--- config.mk ---
export PLATFORM = sky130hd
export DESIGN_NAME = sha256_msg_padder
export DESIGN_NICKNAME = d
export VERILOG_FILES = /design/src/rtl/sha256_pkg.sv /design/src/rtl/sha256_msg_padder.sv
export SDC_FILE = /design/constraint.sdc
export NUM_CORES = 2
export LEC_CHECK = 0
export ABC_AREA = 1
export BUFFER_PORTS_ARGS = -buffer_cell sky130_fd_sc_hd__buf_2
export CORE_AREA = 4 4 402 404
export CTS_BUF_LIST = sky130_fd_sc_hd__clkbuf_16
export DETAILED_ROUTE_END_ITERATION = 10
export DIE_AREA = 0 0 406 408
export PLACE_DENSITY_LB_ADDON = 0.05
export SLEW_MARGIN = 20
export SYNTH_ARGS = -nofsm -noshare
export SYNTH_HDL_FRONTEND = slang
export SYNTH_SLANG_ARGS = --single-unit
--- constraint.sdc ---
create_clock -name clk -period 6.8 [get_ports clk]
set_clock_uncertainty 0.2 [all_clocks]
set_input_delay 1.36 -clock clk [delete_from_list [all_inputs] [get_ports clk]]
set_output_delay 1.36 -clock clk [all_outputs]
set_load 0.1 [all_outputs]
--- src/rtl/sha256_pkg.sv ---
// Shared types and constants for the SHA-256 message padder.
// pad_merge builds the padded tail of the final message block.
package sha256_pkg;

  typedef enum logic [2:0] {
    ST_IDLE,
    ST_FILL,
    ST_PAD,
    ST_ISSUE,
    ST_WAIT,
    ST_DONE
  } state_t;

  localparam int BLOCK_W        = 512;
  localparam int DIGEST_W       = 256;
  localparam int BYTES_PER_BLK  = 64;
  localparam int LEN_FIELD_BYTE = 56;
  localparam logic [7:0] PAD_BYTE = 8'h80;

  // Bytes 0..p-1 are message data; byte p gets the 0x80 marker and the rest is
  // cleared. The length field is appended only when it still fits (p <= 55).
  function automatic logic [BLOCK_W-1:0] pad_merge(input logic [BLOCK_W-1:0] block,
                                                   input logic [6:0]         p,
                                                   input logic [63:0]        bitlen);
    logic [BLOCK_W-1:0] r;
    r = block;
    for (int i = 0; i < BYTES_PER_BLK; i++) begin
      if (i == int'(p))     r[BLOCK_W-1-8*i -: 8] = PAD_BYTE;
      else if (i > int'(p)) r[BLOCK_W-1-8*i -: 8] = 8'h00;
    end
    if (p <= 7'(LEN_FIELD_BYTE - 1)) r[63:0] = bitlen;
    return r;
  endfunction

endpackage

--- src/rtl/sha256_msg_padder.sv ---
// Byte-serial SHA-256 padder feeding a block-at-a-time compression core.
// Optional SHA256_PADDER_EMPTY_MSG_EN adds empty_req for zero-length messages.
module sha256_msg_padder
  import sha256_pkg::*;
#(
  parameter int LEN_W = 64
) (
  input  logic                clk,
  input  logic                rst_n,
  input  logic                in_valid,
  output logic                in_ready,
  input  logic [7:0]          in_data,
  input  logic                in_last,
  output logic                core_start,
  output logic [BLOCK_W-1:0]  core_block,
  output logic                core_first,
  input  logic                core_ready,
  input  logic [DIGEST_W-1:0] core_digest,
  output logic [DIGEST_W-1:0] hash,
  output logic                hash_valid,
`ifdef SHA256_PADDER_EMPTY_MSG_EN
  input  logic                empty_req,
`endif
  output logic                busy
);

  localparam logic [LEN_W-1:0] LEN_MAX  = '1;
  localparam logic [LEN_W-1:0] LEN_STEP = LEN_W'(8);

  state_t             state;
  logic [BLOCK_W-1:0] blk;
  logic [6:0]         ptr;
  logic [LEN_W-1:0]   bitlen;
  logic               last_blk;
  logic               extra;
  logic               first_blk;
  logic               wait_skip;

  logic               accept;
  logic [6:0]         ptr_inc;
  logic [LEN_W-1:0]   bitlen_inc;
  logic [63:0]        len_field;
  logic [8:0]         wr_lsb;

  assign accept     = in_valid && in_ready;
  assign ptr_inc    = ptr + 7'd1;
  assign bitlen_inc = (bitlen > LEN_MAX - LEN_STEP) ? LEN_MAX : bitlen + LEN_STEP;
  assign len_field  = 64'(bitlen);
  // Byte k lives at bits 511-8k..504-8k, so its LSB index is (63-k)*8.
  assign wr_lsb     = {~ptr[5:0], 3'b000};
  assign core_block = blk;

  // NOTE: every register here is updated with <= so all branches see pre-edge values.
  always_ff @(posedge clk or negedge rst_n) begin
    if (!rst_n) begin
      state      <= ST_IDLE;
      // NOTE: the block buffer is reset too, because it is visible on core_block.
      blk        <= '0;
      ptr        <= '0;
      bitlen     <= '0;
      last_blk   <= 1'b0;
      extra      <= 1'b0;
      first_blk  <= 1'b0;
      wait_skip  <= 1'b0;
      in_ready   <= 1'b0;
      core_start <= 1'b0;
      core_first <= 1'b0;
      hash       <= '0;
      hash_valid <= 1'b0;
      busy       <= 1'b0;
    end else begin
      core_start <= 1'b0;
      core_first <= 1'b0;
      hash_valid <= 1'b0;
      case (state)
        ST_IDLE, ST_FILL: begin
          in_ready <= 1'b1;
          if (accept) begin
            blk[wr_lsb +: 8] <= in_data;
            bitlen           <= bitlen_inc;
            if (state == ST_IDLE) begin
              busy      <= 1'b1;
              first_blk <= 1'b1;
            end
            if (in_last) begin
              ptr      <= ptr_inc;
              in_ready <= 1'b0;
              state    <= ST_PAD;
            end else if (ptr_inc == 7'(BYTES_PER_BLK)) begin
              ptr      <= '0;
              last_blk <= 1'b0;
              extra    <= 1'b0;
              in_ready <= 1'b0;
              state    <= ST_ISSUE;
            end else begin
              ptr   <= ptr_inc;
              state <= ST_FILL;
            end
          end
`ifdef SHA256_PADDER_EMPTY_MSG_EN
          else if (state == ST_IDLE && empty_req) begin
            blk       <= {PAD_BYTE, {(BLOCK_W-8){1'b0}}};
            last_blk  <= 1'b1;
            extra     <= 1'b0;
            first_blk <= 1'b1;
            busy      <= 1'b1;
            in_ready  <= 1'b0;
            state     <= ST_ISSUE;
          end
`endif
        end
        ST_PAD: begin
          blk      <= pad_merge(blk, ptr, len_field);
          last_blk <= (ptr <= 7'(LEN_FIELD_BYTE - 1));
          extra    <= (ptr >= 7'(LEN_FIELD_BYTE));
          state    <= ST_ISSUE;
        end
        ST_ISSUE: begin
          core_start <= 1'b1;
          core_first <= first_blk;
          first_blk  <= 1'b0;
          wait_skip  <= 1'b1;
          state      <= ST_WAIT;
        end
        ST_WAIT: begin
          // core_ready still shows the previous block's status while start is high.
          if (wait_skip) begin
            wait_skip <= 1'b0;
          end else if (core_ready) begin
            if (last_blk) begin
              hash       <= core_digest;
              hash_valid <= 1'b1;
              busy       <= 1'b0;
              state      <= ST_DONE;
            end else if (extra) begin
              blk      <= {(ptr == 7'(BYTES_PER_BLK)) ? PAD_BYTE : 8'h00,
                           {(BLOCK_W-72){1'b0}}, len_field};
              last_blk <= 1'b1;
              extra    <= 1'b0;
              state    <= ST_ISSUE;
            end else begin
              in_ready <= 1'b1;
              state    <= ST_FILL;
            end
          end
        end
        ST_DONE: begin
          ptr      <= '0;
          bitlen   <= '0;
          in_ready <= 1'b1;
          state    <= ST_IDLE;
        end
        default: state <= ST_IDLE;
      endcase
    end
  end

endmodule

## After elaboration in Yosys (flattened, before gate mapping)

Cells that the tools add are included.

- Add/sub/neg operators: 3
- Multiply operators: 0
- Div/mod/pow operators: 0
- $lt $le $gt $ge: 66
- Eq/ne operators: 144
- Shift-type cells: 2
- Mux-type cells: 185
- Bitwise operators: 2
- Reductions and logical operators: 82

Operators by type and width:

| cell | number |
|---|---|
| $mux 512 | 5 |
| $pmux 512 s3 | 1 |
| $mux 8 | 128 |
| $bwmux 512 | 1 |
| $shift 8x11->512 const A | 1 |
| $shiftx 8x11->512 | 1 |
| $reduce_and 7->1 | 65 |
| $eq 7x7->1 const A | 32 |
| $gt 6x7->1 const A | 32 |
| $mux 64 | 3 |
| $ne 3x3->1 const B | 55 |
| $pmux 64 s2 | 1 |
| $eq 6x7->1 const A | 16 |
| $gt 5x7->1 const A | 16 |
| $add 64x4->64 const B | 1 |
| $gt 64x64->1 const B | 1 |
| $eq 5x7->1 const A | 8 |
| $gt 4x7->1 const A | 8 |
| $ne 4x4->1 const B | 8 |
| $eq 4x7->1 const A | 4 |
| $gt 3x7->1 const A | 4 |
| $mux 1 | 28 |
| $ne 2x2->1 const B | 11 |
| $mux 7 | 3 |
| 31 further kinds | 51 |

- Bits in registers: 851
- Latch bits: 0
- Bits in writable memories: 0
- ROM bits: 0
- Bits of input ports: 269
- Output and inout bits: 773
- Logic and storage cells: 561
- Memories: 0

## Logic depth before layout (Yosys ltp)

- Depth after elaboration: 7
- Gate-level depth with buffers: 15

## Least setup slack after synthesis

OpenSTA, ideal clock, no wires.

- Path kind: input to register
- Start point: input port core_ready
- End point: register blk[102] (netlist: core_block[102])
- Setup time: 0.134 ns
- Arrival: 2.626 ns
- Data required time: 6.466 ns
- Path slack: 3.840 ns
- Stages: 9
- Path buffers: 2
- Cells stage by stage: nand2_1 > o21ai_0 > nand3_1 > buf_2 > buf_2 > a21oi_1 > nand2_1 > nand2_1 > o21ai_0

- Longest elaborated chain between the ends: 2

RTL lines:

| item | RTL line | text |
|---|---|---|
| from (decl) | sha256_msg_padder.sv:17 | `input logic core_ready,` |
| $ne 2x2->1 (no line) | - |  |
| $reduce_and 7->1 (no line) | - |  |
| to (signal, indexed assignment) | sha256_msg_padder.sv:79 | `blk[wr_lsb +: 8] <= in_data;` |
| to (signal assigned) | sha256_msg_padder.sv:113 | `blk <= pad_merge(blk, ptr, len_field);` |
| to (signal assigned) | sha256_msg_padder.sv:136 | `blk <= {(ptr == 7'(BYTES_PER_BLK)) ? PAD_BYTE : 8'h00,` |
| to (decl) | sha256_msg_padder.sv:31 | `logic [BLOCK_W-1:0] blk;` |

Every way passes these cells.
A chain may end at the register's enable or synchronous reset.

## Final worst setup path

- Start point: register ptr[0]
- End point: register blk[64] (netlist: core_block[64])

- Longest elaborated chain between the ends: 6
- Elaborated cells between the ends (all ways): 12

RTL lines:

| item | RTL line | text |
|---|---|---|
| from (decl) | sha256_msg_padder.sv:32 | `logic [6:0] ptr;` |
| from (signal assigned) | sha256_msg_padder.sv:86 | `ptr <= ptr_inc;` |
| from (signal assigned) | sha256_msg_padder.sv:96 | `ptr <= ptr_inc;` |
| $not 6->6 | sha256_msg_padder.sv:50 | `assign wr_lsb = {~ptr[5:0], 3'b000};` |
| $neg 9->11 | sha256_msg_padder.sv:79 |  |
| $shiftx 8x11->512 or $shift 8x11->512 (tied branches) | sha256_msg_padder.sv:79 |  |
| $bwmux 512 | sha256_msg_padder.sv:79 |  |
| $mux 512 | sha256_msg_padder.sv:78 | `if (accept) begin` |
| $pmux 512 s3 | sha256_msg_padder.sv:75 | `case (state)` |

Parallel ways exist; a longest one is shown, timed or not. The select of a mux whose other input is x is not followed.

==> results.txt <==
----------------------------------------------------
[Critical path]
  Worst setup slack for register-to-register paths ... 1.30 ns
  Type of origin of the critical path ... flip-flop
  Classification of the worst setup path ... flip-flop to flip-flop
  Required time of the critical path ... around 7.2 ns
  CP Max Fanout ... 24
  Data arrival at the endpoint of the critical path ... 5.94 ns
  R2r endpoint ... core_block[64]$_DFFE_PN0P_
  Endpoint kind of the worst setup timing path ... flip-flop
  Launch instance of the worst register-to-register path ... ptr[0]$_DFFE_PN0P_
  Depth of the worst register-to-register path ... 8

[Floorplan]
  Die footprint ... about 0.17 mm^2
  I/O pin count ... approximately 1000
  Width of the die ... around 400 um
  Initial Util ... 0.250
  Core footprint ... between 0.15 and 0.2 mm^2
  Overall die height ... 408 um
  Core Rows ... ~150

[Cells and area]
  Commonest non-fill, non-tap cell in the layout ... sky130_fd_sc_hd__nand2_1
  Number of filler instances in the final layout ... between 15000 and 20000
  Layout cell share with drive strength beyond 1 ... 0.216
  Final Net Count ... 6440
  Commonest cells after routing, fill and taps aside ... 2236 x sky130_fd_sc_hd__nand2_1, 1040 x sky130_fd_sc_hd__buf_2, 849 x sky130_fd_sc_hd__dfrtp_1
  Synth-to-layout area growth ... 28.0%
  Fin util ... 0.320
  Area of the multi-input gates ... between 0.015 and 0.02 mm^2
  Sequential cell area in the final layout ... 0.0212 mm^2

[GRT]
  Largest net degree at the start of global routing ... 174
  Antenna violations before repair ... 58
  Vias in the first global route ... about 39000
  Wire length of the first global-routing pass ... 320 mm
  Global router's overall resource usage ... 0.270
  Grt total ovfl ... 0

[Power and ir drop]
  Peak supply drop ... approximately 320 uV
  Pwr Total ... 26.8 mW
  Static Leakage ... 27.7 nW
  Areal power density over the cells ... between 500 and 600 mW/mm^2

[Synthesis]
  Syn_nets ... about 5400
  Count of distinct cell types in the synthesized netlist ... 51
  Prevailing post-synth register cell ... sky130_fd_sc_hd__dfrtp_1
  Async S/R FF share, synth ... 1.00
  Mean instance size in the synthesized netlist ... roughly 7.7 um^2
  Seq cells post-synth ... roughly 850
  Sequential element share of the synthesized area ... 0.538
  Number of warnings printed during yosys synthesis ... 0
  Post-synthesis cell count ... between 5000 and 6000
  Count of flip-flops with a built-in enable after synthesis ... 0
  Cell area after synthesis ... 0.0395 mm^2

[Outcome]
  Status ... finished, final reports clean

[Drt]
  Number of detailed-routing iterations run before antenna repair ... 6
  Final routed DRC violation total ... 0
  DR vias/cell ... approximately 4.7
  Total wirelength of the detailed-routed design ... between 200 and 250 mm
  Count of antenna-violating nets left after detailed routing ... 0
  Initial DRC count ... 3344
  Mean routed wirelength per cell ... about 27 um
  Vias after detailed routing ... approximately 39000

[Run]
  # Max-Cap Violations ... 0

[Timing]
  Slew at the pin with the worst max-slew slack ... roughly 1.1 ns
  Highest Clock Rate ... 182 MHz
  Relative max-transition margin ... 0.236
  Final Max Slew Viols ... 0
  Final hold slack ... 0.264 ns
  Fraction of the cycle the final worst path needs ... 0.809
  Shortest period the worst path allows ... approximately 5.5 ns
  Total negative slack ... 0 ns
  Final setup fails ... 0
  Setup repair after global routing missed its margin ... no
  Final hold violations ... 0

[Clock tree]
  CTS H-tree depth ... 3
  TritonCTS clock tree ... yes
  Buffer type at the clock tree root ... sky130_fd_sc_hd__clkbuf_16
  CTS Buffer Depth ... 3
  # clock sinks ... 849
  Clock edge transition at the registers on the reported setup and hold paths ... around 0.06 ns
  Count of buffers added by post-CTS timing repair for setup ... 0
  Number of buffers added by the clock tree synthesis step ... between 100 and 150
  Clock insertion delay at the later pin of the skew report ... approximately 0.7 ns
  Cts-stage hold buffer count ... 0
  Cells resized by post-CTS repair ... 0

[Place]
  Post-detailed-placement half-perimeter wirelength ... 179 mm
  Total of buffers placed on input and output ports ... 1041
  Routability cong. ... about 1.0

[Min path]
  Cell count of the worst hold path ... 2
  Worst hold start ... core_block[227]$_DFFE_PN0P_
  Class of the most critical hold timing path ... flip-flop to flip-flop
  Hold EP ... core_block[227]$_DFFE_PN0P_

----------------------------------------------------
-- layout make-up --
type	count	area share
timing repair buffer	1096	0.113
multi-input combinational	3697	0.316
antenna	15	0.000743
clock buffer	110	0.0545
tap	2072	0.0513
clock inverter	86	0.0134
inverter	413	0.0309
sequential	849	0.420
-- cells in the mapped netlist (11+ instances only) --
master / number / area, um^2
sky130_fd_sc_hd__nand2_1: 2237 / 8400
sky130_fd_sc_hd__dfrtp_1: 849 / 21200
sky130_fd_sc_hd__nor2_1: 398 / 1490
sky130_fd_sc_hd__inv_1: 391 / 1470
sky130_fd_sc_hd__o21ai_0: 304 / 1520
sky130_fd_sc_hd__nand3_1: 276 / 1380
sky130_fd_sc_hd__a21oi_1: 109 / 546
sky130_fd_sc_hd__clkbuf_1: 102 / 383
sky130_fd_sc_hd__o22ai_1: 81 / 507
sky130_fd_sc_hd__nor3_1: 55 / 275
sky130_fd_sc_hd__buf_2: 43 / 215
sky130_fd_sc_hd__nand4_1: 36 / 225
sky130_fd_sc_hd__nor2_2: 24 / 150
sky130_fd_sc_hd__o31ai_1: 20 / 150
sky130_fd_sc_hd__o21ai_1: 18 / 90.1
sky130_fd_sc_hd__inv_2: 17 / 63.8
sky130_fd_sc_hd__buf_1: 16 / 60.1
sky130_fd_sc_hd__a21oi_2: 15 / 131
sky130_fd_sc_hd__nand3_2: 14 / 140
sky130_fd_sc_hd__o211ai_1: 12 / 90.1
sky130_fd_sc_hd__a31oi_1: 11 / 68.8
-- cells by family after synthesis --
logic type      after synthesis  share of synthesized area
simple gates               3074                      0.313
flops                       849                      0.538
fa+ha+maj                     6                    0.00190
compound gates              608                     0.0861
xor+xnor                      9                    0.00200
buf+inv                     587                     0.0588
-- how the worst max path moves through the flow --
stage                  startpoint                           to  cells past startpoint
6_report       ptr[0]$_DFFE_PN0P_   core_block[64]$_DFFE_PN0P_                      8
5_1_grt        ptr[0]$_DFFE_PN0P_                    flip-flop                     11
4_1_cts        ptr[0]$_DFFE_PN0P_                    flip-flop                     11
3_5_place_dp   ptr[0]$_DFFE_PN0P_                    flip-flop                     11
3_3_place_gp   ptr[0]$_DFFE_PN0P_                    flip-flop                     11
2_1_floorplan          core_ready  core_block[102]$_DFFE_PN0P_                      9
-- metrics by stage --
| stage | cells | instance area [um^2] | worst slack [ns] |
|---|---|---|---|
| 3_3_place_gp | 8127 | 47100 | 1.51 |
| 4_1_cts | 8323 | 50500 | 1.42 |
| 3_5_place_dp | 8127 | 47100 | 1.43 |
| 5_1_grt | 8329 | 50500 | 0.986 |
| 2_1_floorplan | 5133 | 39500 | 3.84 |
| 6_report | 8338 | 50500 | 1.30 |
-- worst max-delay path, stage by stage (launching register included) --
cell and delay (ns):
sky130_fd_sc_hd__dfrtp_1 0.90, sky130_fd_sc_hd__ha_1 0.48, sky130_fd_sc_hd__ha_1 0.89, sky130_fd_sc_hd__clkinv_1 1.00
sky130_fd_sc_hd__nand3_1 0.78, sky130_fd_sc_hd__nor2_2 0.24, sky130_fd_sc_hd__nand3_1 0.45, sky130_fd_sc_hd__nand2_1 0.24
sky130_fd_sc_hd__a31oi_1 0.21
-- where the power goes --
group | internal (mW) | switching (mW) | total (mW) | leakage [nW]
Clock | 3.26 | 2.47 | 5.73 | 1.76
Combinational | 1.78 | 12.5 | 14.3 | 14.3
Sequential | 6.07 | 0.730 | 6.80 | 11.7
-- per-layer routing --
| metal | GRT usage | share of wire | up-vias | routed length (um) |
|---|---|---|---|---|
| met4 | 0.0679 | 0.028 | 52 | 6510 |
| met1 | 0.344 | 0.42 | 19300 | 95900 |
| met3 | 0.0729 | 0.075 | 301 | 17200 |
| li1 | - | - | 18400 | - |
| met2 | 0.451 | 0.48 | 1461 | 109000 |
| met5 | 0 | 0.0013 | - | 297 |
No activity file was read; power rests on OpenSTA's default activity.
